==> config.mk <==
export PLATFORM = sky130hd
export DESIGN_NAME = udp_rx_decoder_param
export DESIGN_NICKNAME = d
export VERILOG_FILES = /design/src/rtl/udp_rx_decoder_param.sv
export SDC_FILE = /design/constraint.sdc
export NUM_CORES = 1
export LEC_CHECK = 0
export CORE_ASPECT_RATIO = 1.5
export CORE_MARGIN = 2
export CORE_UTILIZATION = 40
export CTS_CLUSTER_SIZE = 20
export DETAILED_ROUTE_END_ITERATION = 6
export GPL_TIMING_DRIVEN = 0
export PLACE_DENSITY = 0.64
export SYNTH_ARGS = -nofsm -noshare
export SYNTH_HDL_FRONTEND = slang
export SYNTH_SLANG_ARGS = --single-unit
==> constraint.sdc <==
create_clock -name clk -period 13.6 [get_ports clk]
set_clock_uncertainty 0.15 [all_clocks]
set_input_delay 1.36 -clock clk [delete_from_list [all_inputs] [get_ports clk]]
set_output_delay 1.36 -clock clk [all_outputs]
set_load 0.01 [all_outputs]
==> src/rtl/udp_rx_decoder_param.sv <==
// UDP receive decoder: strips the 8-byte UDP header, streams the payload with
// byte keeps, and checks the pseudo-header checksum and UDP/IP length agreement.
module udp_rx_decoder_param #(
  parameter int DATA_BYTES = 4,
  parameter bit CHECK_LEN  = 1'b1
) (
  input  logic                    clk,
  input  logic                    reset,
  input  logic                    start,
  input  logic [31:0]             dest_ip,
  input  logic [31:0]             src_ip,
  input  logic [15:0]             len_ip,
  input  logic [8*DATA_BYTES-1:0] in_data,
  input  logic                    in_valid,
  output logic [15:0]             src_port,
  output logic [15:0]             dest_port,
  output logic [15:0]             len_udp,
  output logic [8*DATA_BYTES-1:0] out_data,
  output logic [DATA_BYTES-1:0]   out_keep,
  output logic                    out_valid,
  output logic                    out_last,
  output logic                    fin,
  output logic                    ok,
  output logic                    err_len,
  output logic                    err_csum
);
  localparam int W  = 8 * DATA_BYTES;
  localparam int NW = DATA_BYTES / 2;
  localparam int HB = 8 / DATA_BYTES;
  localparam logic [15:0] DB16 = 16'(DATA_BYTES);

  typedef enum logic [1:0] {IDLE, HDR, DATA, DONE} state_t;

  state_t      state;
  logic        hdr_cnt;
  logic [W-1:0] hdr_q;
  logic [15:0] acc;
  logic [15:0] len_ip_q;
  logic [15:0] bytes_left;
  logic        no_csum;
  logic        short_len;

  logic [DATA_BYTES-1:0] keep_c;
  logic [W-1:0]          data_m;
  logic [19:0]           beat_sum;
  logic [19:0]           seed_sum;
  logic [63:0]           hdr_next;
  logic                  last_hdr;
  logic                  el_c;
  logic                  ec_c;

  // Two end-around folds reduce any sum of up to 16 words to 16 bits.
  function automatic logic [15:0] fold(input logic [19:0] s);
    logic [16:0] t;
    t = {1'b0, s[15:0]} + {13'd0, s[19:16]};
    return t[15:0] + {15'd0, t[16]};
  endfunction

  always_comb begin
    keep_c = '0;
    for (int i = 0; i < DATA_BYTES; i++)
      if (state == HDR || 16'(i) < bytes_left) keep_c[DATA_BYTES-1-i] = 1'b1;
    data_m = '0;
    for (int i = 0; i < DATA_BYTES; i++)
      data_m[8*i +: 8] = keep_c[i] ? in_data[8*i +: 8] : 8'h00;
    beat_sum = {4'd0, acc};
    for (int j = 0; j < NW; j++)
      beat_sum = beat_sum + {4'd0, data_m[W-1-16*j -: 16]};
    seed_sum = {4'd0, src_ip[31:16]} + {4'd0, src_ip[15:0]} +
               {4'd0, dest_ip[31:16]} + {4'd0, dest_ip[15:0]} +
               20'h00011 + {4'd0, len_ip};
  end

  // Whole header is visible on its final beat: earlier beat in hdr_q, current in in_data.
  assign hdr_next = 64'({hdr_q, in_data});
  assign last_hdr = (HB == 1) || hdr_cnt;
  assign el_c     = (CHECK_LEN && (len_udp != len_ip_q)) || short_len;
  assign ec_c     = !no_csum && (acc != 16'hFFFF);

  always_ff @(posedge clk) begin
    if (!reset) begin
      state      <= IDLE;
      hdr_cnt    <= 1'b0;
      hdr_q      <= '0;
      acc        <= '0;
      len_ip_q   <= '0;
      bytes_left <= '0;
      no_csum    <= 1'b0;
      short_len  <= 1'b0;
      src_port   <= '0;
      dest_port  <= '0;
      len_udp    <= '0;
      out_data   <= '0;
      out_keep   <= '0;
      out_valid  <= 1'b0;
      out_last   <= 1'b0;
      fin        <= 1'b0;
      ok         <= 1'b0;
      err_len    <= 1'b0;
      err_csum   <= 1'b0;
    end else begin
      out_valid <= 1'b0;
      out_last  <= 1'b0;
      fin       <= 1'b0;
      ok        <= 1'b0;
      err_len   <= 1'b0;
      err_csum  <= 1'b0;
      case (state)
        IDLE: if (start) begin
          len_ip_q   <= len_ip;
          acc        <= fold(seed_sum);
          no_csum    <= 1'b0;
          hdr_cnt    <= 1'b0;
          bytes_left <= '0;
          src_port   <= '0;
          dest_port  <= '0;
          len_udp    <= '0;
          short_len  <= (len_ip < 16'd8);
          state      <= (len_ip < 16'd8) ? DONE : HDR;
        end
        HDR: if (in_valid) begin
          acc     <= fold(beat_sum);
          hdr_q   <= in_data;
          hdr_cnt <= ~hdr_cnt;
          if (last_hdr) begin
            src_port  <= hdr_next[63:48];
            dest_port <= hdr_next[47:32];
            len_udp   <= hdr_next[31:16];
            no_csum   <= (hdr_next[15:0] == 16'h0000);
            if (len_ip_q == 16'd8) begin
              state <= DONE;
            end else begin
              bytes_left <= len_ip_q - 16'd8;
              state      <= DATA;
            end
          end
        end
        DATA: if (in_valid) begin
          acc       <= fold(beat_sum);
          out_valid <= 1'b1;
          out_data  <= data_m;
          out_keep  <= keep_c;
          if (bytes_left <= DB16) begin
            out_last   <= 1'b1;
            bytes_left <= '0;
            state      <= DONE;
          end else begin
            bytes_left <= bytes_left - DB16;
          end
        end
        DONE: begin
          fin      <= 1'b1;
          err_len  <= el_c;
          err_csum <= ec_c;
          ok       <= !el_c && !ec_c;
          state    <= IDLE;
        end
        default: state <= IDLE;
      endcase
    end
  end
endmodule

* Word-level counts from Yosys, hierarchy flattened
Cells that the tools add are included.
** Storage, ports and cells
- Register bits :: 175
- Bits of input ports :: 116
- Word-level logic and storage cells :: 123
- Output and inout bits :: 90
** Operators by class
- Reduce and logical (&&, ||, !) cells :: 27
- Bitwise logic cells :: 1
- $lt $le $gt $ge :: 6
- Mux-type cells :: 44
- Equality and inequality tests :: 13
- Add/subtract/negate cells :: 13
** Operator list (number)
- 2-to-1 mux 16 bit :: 14
- case mux 16 bit (2 select lines) :: 4
- case mux 16 bit (3 select lines) :: 1
- adder 17 x 16 -> 18 bit :: 2
- adder 16 x 16 -> 17 bit :: 2
- adder 16 x 1 -> 16 bit :: 2
- < comparator 1 x 16 -> 1 bit, first input constant :: 2
- < comparator 2 x 16 -> 1 bit, first input constant :: 2
- 2-to-1 mux 8 bit :: 4
- adder 19 x 5 -> 20 bit, second input constant :: 1
- adder 20 x 16 -> 20 bit :: 1
- adder 18 x 16 -> 19 bit :: 1
- adder 16 x 2 -> 17 bit :: 1
- adder 16 x 4 -> 17 bit :: 1
- == test 16 x 4 -> 1 bit, second input constant :: 1
- less-or-equal comparator 16 x 3 -> 1 bit, second input constant :: 1
- logical NOT 16 bit :: 1
- < comparator 16 x 4 -> 1 bit, second input constant :: 1
- inequality test 16 bit :: 1
- inequality test 16 bit, second input constant :: 1
- subtractor 16 x 3 -> 16 bit, second input constant :: 1
- subtractor 16 x 4 -> 16 bit, second input constant :: 1
- 2-to-1 mux 1 bit :: 12
- 2-to-1 mux 2 bit :: 6
- other kinds (19) :: 40

* Longest topological paths before layout
- Word-level depth :: 10
- Mapped depth :: 34
- Gate-level depth less buffers :: 34

* Worst setup path before layout
No wires, ideal clock.
- Path kind :: input -> register
- From :: in dest_ip[2]
- To :: reg acc[15]
- Setup slack :: 5.671 ns
- Data arrival time :: 7.658 ns
- Cell stages on the path :: 27
- Path through :: inv_1 -> fa_1 -> inv_1 -> fa_1 -> fa_1 -> ha_1 -> fa_1 -> a21o_1 -> a221oi_2 -> o211ai_1 -> a31o_2 -> a21oi_1 -> nor2_1 -> nor2_1 -> nor2b_1 -> o21a_1 -> ha_1 -> a21oi_1 -> or3_1 -> clkbuf_1 -> nand4b_1 -> or4_4 -> a221oi_2 -> nand4bb_1 -> or4_1 -> a31oi_1 -> o21ai_1
** Between the ends
- Longest elaborated chain between the ends :: 7
** RTL lines
- from (decl) :: line 10 : input logic [31:0] dest_ip,
- adder 18 x 16 -> 19 bit :: line 70 : {4'd0, dest_ip[31:16]} + {4'd0, dest_ip[15:0]} +
- adder 19 x 5 -> 20 bit :: line 70
- adder 20 x 16 -> 20 bit :: line 71 : 20'h00011 + {4'd0, len_ip};
- adder 16 x 4 -> 17 bit :: line 55 : t = {1'b0, s[15:0]} + {13'd0, s[19:16]};
- adder 16 x 1 -> 16 bit :: line 56 : return t[15:0] + {15'd0, t[16]};
- 2-to-1 mux 16 bit :: line 109 : IDLE: if (start) begin
- case mux 16 bit (2 select lines) :: line 108 : case (state)
- to (signal assigned) :: line 111 : acc <= fold(seed_sum);
- to (signal assigned) :: line 122 : acc <= fold(beat_sum);
- to (signal assigned) :: line 139 : acc <= fold(beat_sum);
- to (decl) :: line 37 : logic [15:0] acc;
No other way between the ends. The select of a mux whose other input is x is not followed.
A chain may end at the register's enable or synchronous reset.

* Worst setup path after layout
- From :: reg bytes_left[4]
- To :: reg acc[14]
** Between the ends
- Longest elaborated chain between the ends :: 10
- Elaborated cells on any way between the ends :: 22
** RTL lines
- from (decl) :: line 39 : logic [15:0] bytes_left;
- from (signal assigned) :: line 133 : bytes_left <= len_ip_q - 16'd8;
- from (signal assigned) :: line 148 : bytes_left <= bytes_left - DB16;
- < comparator 1 x 16 -> 1 bit :: line 62 : if (state == HDR || 16'(i) < bytes_left) keep_c[DATA_BYTES-1-i] = 1'b1;
- logical OR 1 bit :: line 62
- 2-to-1 mux 1 bit :: line 62
- 2-to-1 mux 8 bit :: line 65 : data_m[8*i +: 8] = keep_c[i] ? in_data[8*i +: 8] : 8'h00;
- via data_m[24] :: line 44 : logic [W-1:0] data_m;
- adder 16 x 16 -> 17 bit :: line 68 : beat_sum = beat_sum + {4'd0, data_m[W-1-16*j -: 16]};
- adder 17 x 16 -> 18 bit :: line 68
- adder 16 x 2 -> 17 bit :: line 55
- adder 16 x 1 -> 16 bit :: line 56
- 2-to-1 mux 16 bit :: line 121, 138
- case mux 16 bit (2 select lines) :: line 108
The timed path passes the listed nets, and every way through them passes these cells. The select of a mux whose other input is x is not followed.

==> impl_metrics.toml <==
[status]
status = "finished, final reports clean"

[routing]
wl_met3_um = 1740
drt.antenna.violating_nets = 0
drt-met1-wl_um = 14300
vias_per_cell = 5.27
drt_iter0_drc = 511
dr_wl_met2_um = 18600
top_layer_used = "met4"
wl_um = 36500
route.detailed.drc = 0
vias = 11110
dr.pass1.iters = 5
post_drt_wl_per_cell_um = 17.3

[logic_synthesis]
syn_avg_cell_area_um2 = 8.14
synth_cell_type_count = 74
netlist_instances = 1477
ys_seq_area_share_pct = 29.1
syn-cell-area_um2 = 12000
yosys_register_bits = 175
yosys.area.top_type = "dfxtp_1"
yosysTopAreaCellShare_pct = 29.1
synth_ff_type = "dfxtp_1"
syn_nets = 1724
synthArstFlopShare_pct = 0
synth_area_leaders = "dfxtp_1, fa_1, nand2_1"
synth_edf_count = 0
yosys_warnings = 0

[global_route]
antenna_found_initial = 1
track_usage_pct = 23.1
grt_max_degree = 21
grt_pass1_wl_um = 57500
grt_overflow = 0
grt_pass1_vias = 11049

[timing]
fin_crit_sh_pct = 73.0
rsz0062_at_grt = "no"
fin_ws_ps = 3680
worst_pin_slew_ps = 892
clock.fmax_mhz = 101
worst_slew_margin_rel_pct = 40.1
hold_violations = 0
period_needed_ps = 9920
finalMaxSlewViolations = 0
fin_setup_tns_ps = 0
setup_viol = 0

[cts]
clkTransAtPathRegs_ps = 70
cts_buffers = 17
cts_tree = "yes"
clk_latency_ps = 450
clock_sinks = 175
cts_max_level = 4
ctsHoldBuffers = 0
ctsResizeCount = 0
cts_root_buffer = "clkbuf_16"
postCtsSetupBuffers = 0
cts_buffer_depth = 2

[cells_and_area]
final_cells = 2108
nNetsFinal = 1946
fillers = 2889
drive_above_1_share_pct = 3.21
fin_util_pct = 51.4
final_cell_mix = "nand2_1, clkdlybuf4s50_1, dfxtp_1"
final_common_cell = "nand2_1"
area_growth_pct = 26.3

[critical_path]
reg2reg_depth = 33
arrival_ps = 10120
rrSetupSlack_ps = 3680
path_class = "reg -> reg"
crit_top_cell = "ha_1"
cp_num_cells = 33
cpLargestDelayFamily = "simple AND/OR/NAND/NOR gates"
worst-path-buf-inv = 2
critPathCapture = "acc[14]"
cp_slowest_stage_delay_ps = 820
cp_slowest_cell = "nor3_1"
r2r_end = "acc[14]"
crit_start = "bytes_left[4]"
cp_data_required_time_ps = 13800
path_max_fanout = 10
r2r_start = "bytes_left[4]"
end_kind = "register"
start_kind = "register"

[pwr]
leakagePower_nw = 6.17
power.total_mw = 3.75
p_per_area_nw_per_um2 = 247
ir_worst_vdd_mv = 0.113

[die]
num_io_pins = 206
rows = 77
start_util_pct = 40.7
coreArea_um2 = 29600
fp.dieH_um = 216
die-area_um2 = 31500
chipWidth_um = 146

[hold_path]
hp-class = "reg -> reg"
hold_depth = 2

[placement]
dp.cells = 2075
place_ws_ps = 3880
io_buffer_count = 203
hpwl_um = 30500
gp_congestion = 0.971

[flow_run]
cap_viol_max_count = 0
## through the flow
stage	hold slack (ps)	instance area, um2
after floorplan	286	12000
after global placement	293	14600
after detailed placement	297	14600
after CTS	306	15200
after global routing	322	15200
final	305	15200
## flip-flops by register name, indices dropped and copies added (netlist names), 2 cells and up
signal,count
hdr_q,32
out_data,32
acc,16
bytes_left,16
dest_port,16
len_ip_q,16
len_udp,16
src_port,16
out_keep,4
state,2
## cell type report
type / instances / area [um2] / share of cell area [%]
Clock buffer: 17 / 425 / 2.80
Buffer: 69 / 262 / 1.72
Antenna cell: 1 / 2.50 / 0.0165
Multi-Input combinational cell: 1084 / 7700 / 50.7
Timing Repair Buffer: 203 / 2030 / 13.4
Inverter: 149 / 559 / 3.68
Clock inverter: 15 / 209 / 1.38
Sequential cell: 175 / 3500 / 23.1
Tap cell: 395 / 494 / 3.25
## routing by layer
layer	vias to the layer above	track usage, %
met5	-	0
met4	0	12.0
met2	377	43.0
met1	5182	25.0
li1	5468	-
met3	83	3.79
## how the worst min path moves through the flow
stage / to / start / slack, ps
floorplan: hdr_q[0] / hdr_q[0] / 290
global placement: hdr_q[9] / hdr_q[9] / 290
detailed placement: hdr_q[12] / hdr_q[12] / 300
CTS: hdr_q[12] / hdr_q[12] / 310
global route: out_data[27] / out_data[27] / 320
finish: hdr_q[9] / hdr_q[9] / 310
## logic make-up (layout without fill, tap and decap cells)
| kind of cell | after synthesis | after routing | synth area share (%) |
|---|---|---|---|
| simple gates | 509 | 509 | 19.7 |
| compound gates | 333 | 333 | 18.3 |
| buf+inv | 218 | 453 | 6.82 |
| flops | 175 | 175 | 29.1 |
| fa+ha+maj | 131 | 131 | 17.8 |
| xor+xnor | 100 | 100 | 7.28 |
| mux | 11 | 11 | 0.947 |
| other cells | 0 | 1 | 0 |
## synth_stat cells (11+ instances only)
cell      number
xnor2_1       52
nor2b_1       25
nand2_1      228
dfxtp_1      175
a21oi_1      142
xor2_1        48
o21ai_0       25
ha_1          64
and3_1        15
and2_1        23
a211oi_1      20
nor4_1        17
inv_1        149
fa_1          67
nor2_1        86
nor3_1        31
a22oi_1       11
clkbuf_1      60
nand4_1       14
nand3_1       30
a22o_1        48
## worst register-to-register path: cells and delay by family (launching register included)
kind	cells	cell delay [ps]
flops	1	370
fa+ha+maj	6	1780
simple gates	16	5350
xor+xnor	2	360
compound gates	7	1530
buf+inv	2	280
## power breakdown
group          leakage [nW]  internal [mW]  switching [mW]
logic                  4.45          0.992            1.61
clock network         0.305          0.270           0.253
registers              1.42          0.566          0.0549
Power figures use the tool's default switching activity.
